### src/rtl/air_hockey_renderer_if.sv
// Signal bundle between the VGA timing/game-logic side and the air hockey pixel renderer.
interface air_hockey_renderer_if;
  logic [9:0] counter_x;
  logic [9:0] counter_y;
  logic       hsync_in;
  logic       vsync_in;
  logic [9:0] puck_x;
  logic [9:0] puck_y;
  logic [9:0] pad1_x;
  logic [9:0] pad1_y;
  logic [9:0] pad2_x;
  logic [9:0] pad2_y;
  logic       goal_pulse;
  logic       vgaRed;
  logic       vgaGreen;
  logic       vgaBlue;
  logic       Hsync;
  logic       Vsync;
  logic       frame_start;

  modport master (
    output counter_x, counter_y, hsync_in, vsync_in,
    output puck_x, puck_y, pad1_x, pad1_y, pad2_x, pad2_y, goal_pulse,
    input  vgaRed, vgaGreen, vgaBlue, Hsync, Vsync, frame_start
  );

  modport slave (
    input  counter_x, counter_y, hsync_in, vsync_in,
    input  puck_x, puck_y, pad1_x, pad1_y, pad2_x, pad2_y, goal_pulse,
    output vgaRed, vgaGreen, vgaBlue, Hsync, Vsync, frame_start
  );
endinterface

### src/rtl/air_hockey_renderer.sv
// Two-stage pixel pipeline: per-frame shadowed object positions, hit tests, priority colour mux
// and a goal-flash counter that turns the field border red.
module air_hockey_renderer #(
  parameter int unsigned FIELD_X0     = 128,
  parameter int unsigned FIELD_X1     = 751,
  parameter int unsigned FIELD_Y0     = 16,
  parameter int unsigned FIELD_Y1     = 495,
  parameter int unsigned BORDER_W     = 4,
  parameter int unsigned PUCK_SIZE    = 8,
  parameter int unsigned PAD_W        = 8,
  parameter int unsigned PAD_H        = 48,
  parameter int unsigned FLASH_FRAMES = 60
) (
  input logic                  clk,
  input logic                  rst_n,
  air_hockey_renderer_if.slave bus
);
  localparam logic [10:0] X0    = 11'(FIELD_X0);
  localparam logic [10:0] X1    = 11'(FIELD_X1);
  localparam logic [10:0] Y0    = 11'(FIELD_Y0);
  localparam logic [10:0] Y1    = 11'(FIELD_Y1);
  localparam logic [10:0] BW    = 11'(BORDER_W);
  localparam logic [10:0] PS    = 11'(PUCK_SIZE);
  localparam logic [10:0] PW    = 11'(PAD_W);
  localparam logic [10:0] PH    = 11'(PAD_H);
  localparam logic [10:0] MID   = 11'((FIELD_X0 + FIELD_X1) >> 1);
  localparam logic [7:0]  FLASH = 8'(FLASH_FRAMES);

  // Frame boundary detection and shadowed positions
  logic       vs_d_q, armed_q, frame_start_q, fs_det;
  logic [9:0] puck_x_q, puck_y_q, pad1_x_q, pad1_y_q, pad2_x_q, pad2_y_q;
  logic [7:0] flash_q, flash_d;

  // armed_q suppresses a spurious edge when vsync_in is already low as reset releases
  assign fs_det = vs_d_q & ~bus.vsync_in & armed_q;

  always_ff @(posedge clk) begin
    if (!rst_n) begin
      vs_d_q        <= 1'b1;
      armed_q       <= 1'b0;
      frame_start_q <= 1'b0;
      puck_x_q      <= '0;
      puck_y_q      <= '0;
      pad1_x_q      <= '0;
      pad1_y_q      <= '0;
      pad2_x_q      <= '0;
      pad2_y_q      <= '0;
      flash_q       <= '0;
    end else begin
      vs_d_q        <= bus.vsync_in;
      armed_q       <= 1'b1;
      frame_start_q <= fs_det;
      flash_q       <= flash_d;
      if (fs_det) begin
        puck_x_q <= bus.puck_x;
        puck_y_q <= bus.puck_y;
        pad1_x_q <= bus.pad1_x;
        pad1_y_q <= bus.pad1_y;
        pad2_x_q <= bus.pad2_x;
        pad2_y_q <= bus.pad2_y;
      end
    end
  end

  always_comb begin
    flash_d = flash_q;
    if (bus.goal_pulse) begin
      flash_d = FLASH;
    end else if (fs_det && (flash_q != '0)) begin
      flash_d = flash_q - 8'd1;
    end
  end

  // Stage 1: hit tests on 11-bit operands so ox+SIZE cannot wrap
  function automatic logic obj_hit(input logic [10:0] px, input logic [10:0] py,
                                   input logic [9:0] ox, input logic [9:0] oy,
                                   input logic [10:0] w, input logic [10:0] h);
    logic [10:0] x0, y0;
    x0 = {1'b0, ox};
    y0 = {1'b0, oy};
    return (px >= x0) && (px < x0 + w) && (py >= y0) && (py < y0 + h);
  endfunction

  logic [10:0] x, y;
  logic        in_field, near_edge;
  logic        puck_s1_d, pad1_s1_d, pad2_s1_d, border_s1_d, center_s1_d;
  logic        puck_s1_q, pad1_s1_q, pad2_s1_q, border_s1_q, center_s1_q;
  logic        hs_s1_q, vs_s1_q;

  assign x = {1'b0, bus.counter_x};
  assign y = {1'b0, bus.counter_y};

  always_comb begin
    in_field    = (x >= X0) && (x <= X1) && (y >= Y0) && (y <= Y1);
    near_edge   = (x < X0 + BW) || (x > X1 - BW) || (y < Y0 + BW) || (y > Y1 - BW);
    puck_s1_d   = in_field && obj_hit(x, y, puck_x_q, puck_y_q, PS, PS);
    pad1_s1_d   = in_field && obj_hit(x, y, pad1_x_q, pad1_y_q, PW, PH);
    pad2_s1_d   = in_field && obj_hit(x, y, pad2_x_q, pad2_y_q, PW, PH);
    border_s1_d = in_field && near_edge;
    center_s1_d = in_field && !near_edge && ((x == MID) || (x == MID + 11'd1));
  end

  always_ff @(posedge clk) begin
    if (!rst_n) begin
      puck_s1_q   <= 1'b0;
      pad1_s1_q   <= 1'b0;
      pad2_s1_q   <= 1'b0;
      border_s1_q <= 1'b0;
      center_s1_q <= 1'b0;
      hs_s1_q     <= 1'b1;
      vs_s1_q     <= 1'b1;
    end else begin
      puck_s1_q   <= puck_s1_d;
      pad1_s1_q   <= pad1_s1_d;
      pad2_s1_q   <= pad2_s1_d;
      border_s1_q <= border_s1_d;
      center_s1_q <= center_s1_d;
      hs_s1_q     <= bus.hsync_in;
      vs_s1_q     <= bus.vsync_in;
    end
  end

  // Stage 2: priority colour mux
  logic [2:0] rgb_d, rgb_q;
  logic       hs_s2_q, vs_s2_q;

  always_comb begin
    rgb_d = 3'b000;
    if (puck_s1_q) begin
      rgb_d = 3'b111;
    end else if (pad1_s1_q) begin
      rgb_d = 3'b100;
    end else if (pad2_s1_q) begin
      rgb_d = 3'b010;
    end else if (border_s1_q) begin
      rgb_d = (flash_q != '0) ? 3'b100 : 3'b111;
    end else if (center_s1_q) begin
      rgb_d = 3'b001;
    end
  end

  always_ff @(posedge clk) begin
    if (!rst_n) begin
      rgb_q   <= '0;
      hs_s2_q <= 1'b1;
      vs_s2_q <= 1'b1;
    end else begin
      rgb_q   <= rgb_d;
      hs_s2_q <= hs_s1_q;
      vs_s2_q <= vs_s1_q;
    end
  end

  assign bus.vgaRed      = rgb_q[2];
  assign bus.vgaGreen    = rgb_q[1];
  assign bus.vgaBlue     = rgb_q[0];
  assign bus.Hsync       = hs_s2_q;
  assign bus.Vsync       = vs_s2_q;
  assign bus.frame_start = frame_start_q;
endmodule
### src/flat_wrapper.sv
// flat-port wrapper written by rule: the top's interface ports become plain ports
module air_hockey_renderer_flat 
#(
  parameter int unsigned FIELD_X0     = 128,
  parameter int unsigned FIELD_X1     = 751,
  parameter int unsigned FIELD_Y0     = 16,
  parameter int unsigned FIELD_Y1     = 495,
  parameter int unsigned BORDER_W     = 4,
  parameter int unsigned PUCK_SIZE    = 8,
  parameter int unsigned PAD_W        = 8,
  parameter int unsigned PAD_H        = 48,
  parameter int unsigned FLASH_FRAMES = 60
)
  (clk, rst_n, bus_counter_x, bus_counter_y, bus_hsync_in, bus_vsync_in, bus_puck_x, bus_puck_y, bus_pad1_x, bus_pad1_y, bus_pad2_x, bus_pad2_y, bus_goal_pulse, bus_vgaRed, bus_vgaGreen, bus_vgaBlue, bus_Hsync, bus_Vsync, bus_frame_start);
  air_hockey_renderer_if bus_i ();
  input logic clk;
  input logic rst_n;
  input wire logic [$bits(bus_i.counter_x)-1:0] bus_counter_x;
  input wire logic [$bits(bus_i.counter_y)-1:0] bus_counter_y;
  input wire logic [$bits(bus_i.hsync_in)-1:0] bus_hsync_in;
  input wire logic [$bits(bus_i.vsync_in)-1:0] bus_vsync_in;
  input wire logic [$bits(bus_i.puck_x)-1:0] bus_puck_x;
  input wire logic [$bits(bus_i.puck_y)-1:0] bus_puck_y;
  input wire logic [$bits(bus_i.pad1_x)-1:0] bus_pad1_x;
  input wire logic [$bits(bus_i.pad1_y)-1:0] bus_pad1_y;
  input wire logic [$bits(bus_i.pad2_x)-1:0] bus_pad2_x;
  input wire logic [$bits(bus_i.pad2_y)-1:0] bus_pad2_y;
  input wire logic [$bits(bus_i.goal_pulse)-1:0] bus_goal_pulse;
  output wire logic [$bits(bus_i.vgaRed)-1:0] bus_vgaRed;
  output wire logic [$bits(bus_i.vgaGreen)-1:0] bus_vgaGreen;
  output wire logic [$bits(bus_i.vgaBlue)-1:0] bus_vgaBlue;
  output wire logic [$bits(bus_i.Hsync)-1:0] bus_Hsync;
  output wire logic [$bits(bus_i.Vsync)-1:0] bus_Vsync;
  output wire logic [$bits(bus_i.frame_start)-1:0] bus_frame_start;
  assign bus_i.counter_x = bus_counter_x;
  assign bus_i.counter_y = bus_counter_y;
  assign bus_i.hsync_in = bus_hsync_in;
  assign bus_i.vsync_in = bus_vsync_in;
  assign bus_i.puck_x = bus_puck_x;
  assign bus_i.puck_y = bus_puck_y;
  assign bus_i.pad1_x = bus_pad1_x;
  assign bus_i.pad1_y = bus_pad1_y;
  assign bus_i.pad2_x = bus_pad2_x;
  assign bus_i.pad2_y = bus_pad2_y;
  assign bus_i.goal_pulse = bus_goal_pulse;
  assign bus_vgaRed = bus_i.vgaRed;
  assign bus_vgaGreen = bus_i.vgaGreen;
  assign bus_vgaBlue = bus_i.vgaBlue;
  assign bus_Hsync = bus_i.Hsync;
  assign bus_Vsync = bus_i.Vsync;
  assign bus_frame_start = bus_i.frame_start;
  air_hockey_renderer #(.FIELD_X0(FIELD_X0), .FIELD_X1(FIELD_X1), .FIELD_Y0(FIELD_Y0), .FIELD_Y1(FIELD_Y1), .BORDER_W(BORDER_W), .PUCK_SIZE(PUCK_SIZE), .PAD_W(PAD_W), .PAD_H(PAD_H), .FLASH_FRAMES(FLASH_FRAMES)) u_core (.clk(clk), .rst_n(rst_n), .bus(bus_i));
endmodule
### config.mk
export PLATFORM = sky130hd
export DESIGN_NAME = air_hockey_renderer_flat
export DESIGN_NICKNAME = d
export VERILOG_FILES = /design/src/rtl/air_hockey_renderer_if.sv /design/src/rtl/air_hockey_renderer.sv /design/src/flat_wrapper.sv
export SDC_FILE = /design/constraint.sdc
export NUM_CORES = 1
export LEC_CHECK = 0
export BUFFER_PORTS_ARGS = -buffer_cell sky130_fd_sc_hd__buf_2
export CAP_MARGIN = 20
export CORE_MARGIN = 2
export CORE_UTILIZATION = 45
export DETAILED_ROUTE_END_ITERATION = 10
export PLACE_DENSITY = 0.75
export SETUP_SLACK_MARGIN = 0.05
export SYNTH_ARGS = -nofsm -noshare
export SYNTH_HDL_FRONTEND = slang
export SYNTH_SLANG_ARGS = --single-unit
### constraint.sdc
create_clock -name clk -period 2.9 [get_ports clk]
set_input_delay 0.145 -clock clk [delete_from_list [all_inputs] [get_ports clk]]
set_output_delay 0.145 -clock clk [all_outputs]
set_load 0.02 [all_outputs]
# ---- After elaboration in Yosys (flattened, before gate mapping)
# Cells that the tools add are included.
dict set report totals {
  word_cells 89
  regBits 82
}
dict set report op_classes {
  eq_ne 2
  order_cmp 20
  bitwise 4
  muxes 9
  reduce_logical 27
  addsub 7
}
# operator n
set ops {}
lappend ops {{10-bit by 11-bit < comparator with 1-bit output} 6}
lappend ops {{10-bit greater-or-equal comparator} 6}
lappend ops {{10-bit by 4-bit adder with 11-bit output, second input constant} 4}
lappend ops {{10-bit by 6-bit adder with 11-bit output, second input constant} 2}
lappend ops {{10-bit by 9-bit equality test with 1-bit output, second input constant} 2}
lappend ops {{1-bit logical AND} 19}
lappend ops {{3-bit two-way mux} 4}
lappend ops {{6-bit two-way mux} 2}
lappend ops {{10-bit by 5-bit greater-or-equal comparator with 1-bit output, second input constant} 1}
lappend ops {{10-bit by 8-bit greater-or-equal comparator with 1-bit output, second input constant} 1}
lappend ops {{10-bit > comparator, second input constant} 1}
lappend ops {{10-bit by 9-bit > comparator with 1-bit output, second input constant} 1}
lappend ops {{10-bit <= comparator, second input constant} 1}
lappend ops {{10-bit by 9-bit <= comparator with 1-bit output, second input constant} 1}
lappend ops {{10-bit by 5-bit < comparator with 1-bit output, second input constant} 1}
lappend ops {{10-bit by 8-bit < comparator with 1-bit output, second input constant} 1}
lappend ops {{8-bit nonzero test} 1}
lappend ops {{8-bit by 1-bit subtractor with 8-bit output, second input constant} 1}
lappend ops {{1-bit logical OR} 4}
lappend ops {{1-bit AND} 2}
lappend ops {{1-bit two-way mux} 2}
lappend ops {{2-bit two-way mux} 1}
lappend ops {{1-bit inverter} 2}
lappend ops {{2-bit nonzero test} 1}
lappend ops {{other kinds (2)} 2}

# ---- Longest topological paths before layout
dict set report logic_depth {
  depth_word 7
  mapped_depth 10
}

# ---- Worst setup path before layout
# No wires, ideal clock.
dict set report synth_path {
  path_type {register -> register}
  start {reg u_core.pad2_y_q[4]}
  end {reg u_core.pad2_s1_q}
  arrival_ns 2.044
  path_slack_ns 0.768
  path_stages_with_launch 11
  required_ns 2.812
  synth_period_minus_slack_ns 2.132
  cell_sequence {dfxtp_1 > inv_1 > ha_1 > nor2_1 > xnor2_1 > ha_1 > a21o_1 > a21oi_1 > o22ai_1 > or3_1 > nor4_2}
}
dict set report synth_between {
  elab_chain_cells 4
  word_cells_on_any_way 6
  classes_between {add/sub (1); order compare (2); reduce/logical (3)}
}
# item line
set synth_lines {}
lappend synth_lines {{from (decl)} air_hockey_renderer.sv:31} ;# logic [9:0] puck_x_q, puck_y_q, pad1_x_q, pad1_y_q, pad2_x_q, pad2_y_q;
lappend synth_lines {{from (signal assigned)} air_hockey_renderer.sv:60} ;# pad2_y_q <= bus.pad2_y;
lappend synth_lines {{10-bit by 6-bit adder with 11-bit output or 10-bit greater-or-equal comparator (tied branches)} air_hockey_renderer.sv:81} ;# return (px >= x0) && (px < x0 + w) && (py >= y0) && (py < y0 + h);
lappend synth_lines {{10-bit by 11-bit < comparator with 1-bit output or 1-bit logical AND (tied branches)} air_hockey_renderer.sv:81}
lappend synth_lines {{1-bit logical AND *} air_hockey_renderer.sv:81}
lappend synth_lines {{1-bit logical AND *} air_hockey_renderer.sv:98} ;# pad2_s1_d = in_field && obj_hit(x, y, pad2_x_q, pad2_y_q, PW, PH);
lappend synth_lines {{to (signal assigned)} air_hockey_renderer.sv:115} ;# pad2_s1_q <= pad2_s1_d;
lappend synth_lines {{to (decl)} air_hockey_renderer.sv:87} ;# logic puck_s1_q, pad1_s1_q, pad2_s1_q, border_s1_q, center_s1_q;
# Mark *: on every way between the ends. The rest lies on a longest branch, timed or not.
# A chain may end at the register's enable or synchronous reset.

# ---- Worst setup path in the final report
# Same ends and word-level chain as after synthesis.

==> results.ini <==
[status]
status=finished, final reports clean

[synthesis]
synthArstFlopShare_pct=0
synthCells=744
syn_avg_cell_area_um2=7.93
synth-seq-cells=82
synth_edf_count=0
syn_area_mm2=0.00590
synth_ff_type=dfxtp_1
ys_types=48
seq_area_frac_synth_pct=27.8
synth_warnings=0
syn_nets=936

[critical_path]
critical_path_required_ns=3.17
crit_fanout=5
critPathCaptureType=flop
critical_path.startpoint_type=flop
r2r_setup_slack_ns=0.60
cp.arrival_ns=2.57
worstSetupPathType=flop to flop

[floorplanning]
dieArea_mm2=0.0140
rows=41
num_io_pins=91
start_util_pct=46.4
fp.dieH_um=119
fp.dieW_um=119
core_mm2=0.0127

[pwr]
p_sw_share_pct=27.4
pwr-share-comb_pct=18.8
power_uw=3030
p_leak_uw=0.00278
internal_power_uw=2200
power_frac_seq_pct=40.2
power_switching_uw=830
power_density_mw_per_mm2=442
clock_power_share_pct=41.0
peakVddDrop_mv=0.330

[flow_run]
maxCapViolations=0

[timing]
slew_headroom_pct=56.7
timing.final.crit_period_ns=2.30
fin_ws_ns=0.597
finalSetupTns_ns=0
clock.fmax_mhz=434
clock_skew_ns=0.00702
tightest_slew_ns=0.648
rsz0062_at_grt=false
hold_viol_final=0
fin_crit_sh_pct=79.4
maxSlewViolCount=0
setup_viol=0

[cells_and_area]
final_nets=1021
stdcell_count=1006
regArea_mm2=0.00164
syn2layout_area_growth_pct=16.3
drive_gt1_share_pct=13.8
diodes=0
n_fill_cell=1264
multiInputGateArea_mm2=0.00392
fin_util_pct=54.0

[routing]
antenna_left=0
wirelength_um=13800
wire_per_inst_um=13.7
drc_errors=0
routed-via-count=5263
drt-vias-per-instance=5.23
firstDrtPassIters=4
drtIter0Drc=249

[placement]
dp_cells=989
gp_congestion=0.889
dp_slack_ns=0.600
hpwl_um=10500
port-buffer-count=90

[clock_tree]
numCtsBuffers=9
cts.sinks=82
post_cts_resized=0
insertion_delay_ns=0.35
clk_pin_slew_ns=0.06
h-tree-depth=3
ctsHoldBuffers=1
cts_tree=done
cts-root-buf=clkbuf_16
post_cts.repair.setup_buffers=0
clockBufferDepth=2

[grt]
antenna_found_initial=0
grt_pass1_vias=5121
grt_usage_pct=20.9
grt_first_pass_wirelength_um=24000
grt_max_degree=62
grt_overflow=0

[worst_hold_path]
min_path_type=input port to flop

-- per-stage QoR --
stage / instance area [um^2] / hold slack [ns]
floorplan: 5900 / 0.173
global placement: 6530 / 0.327
detailed placement: 6530 / 0.350
CTS: 6860 / 0.0212
global route: 6860 / 0.0264
finish: 6860 / 0.0300
-- placed cells by master, fill, tap and decap left out, types with 2 or more instances in the layout --
master,instances
xnor2_1,30
o31ai_1,2
inv_1,73
a211oi_1,8
nor4_1,7
o32ai_1,2
o21bai_1,2
nor2b_1,7
o21ai_0,24
a31oi_1,5
ha_1,107
nand2_1,139
xor2_1,4
and3_1,4
or4_1,3
o2111ai_1,7
clkinv_2,2
o211ai_1,5
a21oi_1,71
or3_1,4
nor3_1,16
buf_2,90
and4b_1,2
nand2b_1,9
a21boi_0,21
o22ai_1,3
dfxtp_1,82
clkbuf_16,9
o21a_1,8
bufinv_16,2
buf_4,2
a21o_1,13
nand4_1,7
a2111oi_0,2
nand3_1,16
nor2_1,25
-- registers in the layout, indices dropped and copies added (netlist names), 3 cells and up --
signal,cells
u_core.pad2_y_q,10
u_core.rgb_q,3
u_core.pad1_x_q,10
u_core.puck_y_q,10
u_core.pad2_x_q,10
u_core.flash_q,8
u_core.puck_x_q,10
u_core.pad1_y_q,10
-- Yosys cell counts (all sizes together), types with 2 or more instances --
master | instances | share of area (%)
a21oi | 71 | 6.0
nor2 | 26 | 1.7
and3 | 5 | 0.61
a31oi | 5 | 0.53
inv | 73 | 4.6
nand2b | 9 | 0.95
nor2b | 7 | 0.74
o21ai | 24 | 2.0
a2111oi | 3 | 0.76
o21a | 8 | 1.0
nand2 | 140 | 8.9
and4b | 2 | 0.34
xnor2 | 30 | 4.5
clkbuf | 19 | 1.2
nand4 | 7 | 0.74
a21o | 13 | 1.7
a211oi | 8 | 1.0
or4 | 3 | 0.38
o2111ai | 7 | 1.0
xor2 | 4 | 0.59
o21bai | 2 | 0.25
o22ai | 3 | 0.32
nor4 | 8 | 0.95
o211ai | 5 | 0.64
dfxtp | 82 | 28
o31ai | 2 | 0.25
o32ai | 2 | 0.30
nand3 | 16 | 1.4
ha | 107 | 23
or3 | 4 | 0.42
nor3 | 16 | 1.4
a21boi | 21 | 2.7
-- per-layer routing --
layer | global-route usage (%) | wire length, um | part of all wire [%] | vias up
met5 | 0 | 0 | 0 | -
met4 | 7.44 | 252 | 1.8 | 0
met3 | 3.19 | 544 | 3.9 | 16
met2 | 33.2 | 6110 | 44 | 107
met1 | 28.6 | 6910 | 50 | 2374
li1 | - | - | - | 2766
-- power by group through the flow --
| stage | Combinational, uW | Clock [uW] | Sequential, uW |
|---|---|---|---|
| after CTS | 574 | 1270 | 1220 |
| after floorplan | 377 | 0 | 1230 |
| after global placement | 556 | 0 | 1240 |
| final | 572 | 1240 | 1220 |
| after detailed placement | 567 | 0 | 1240 |
| after global routing | 665 | 1320 | 1230 |
-- cell families after synthesis --
kind of cell	count (synthesis)	share of synthesized area, %
AOI/OAI and AO/OA	178	19.1
and+or+nand+nor	249	19.3
xor gates and xnor gates	34	5.05
buffers and inverters	93	5.94
muxes	1	0.170
adders and majority gates	107	22.7
DFF	82	27.8
-- final cells by class --
cell class | count | share of cell area (%)
inverter | 73 | 3.99
sequential | 82 | 23.9
timing repair buffer | 94 | 7.22
clock buffer | 11 | 3.54
multi-input combinational | 569 | 57.1
clock inverter | 5 | 1.13
tap | 172 | 3.14
-- critical path, cell delays in order, from the launching register on --
cell and delay, ns:
dfxtp_1 0.39, inv_1 0.08, ha_1 0.24, nor2_1 0.15, xnor2_1 0.14, ha_1 0.26, a21o_1 0.16, a21oi_1 0.14
o22ai_1 0.07, or3_1 0.34, nor4_2 0.26
-- worst paths after layout --
| path | from | endpoint | cells past startpoint |
|---|---|---|---|
| worst max-delay path | u_core.pad2_y_q[4] | u_core.pad2_s1_q | 10 |
| worst min-delay path | bus_pad1_y[9] | u_core.pad1_y_q[9] | 3 |
| worst max register to register | u_core.pad2_y_q[4] | u_core.pad2_s1_q | 10 |
| worst min register to register | u_core.hs_s1_q | u_core.bus.Hsync | 1 |
(Power assumes the default switching activity.)
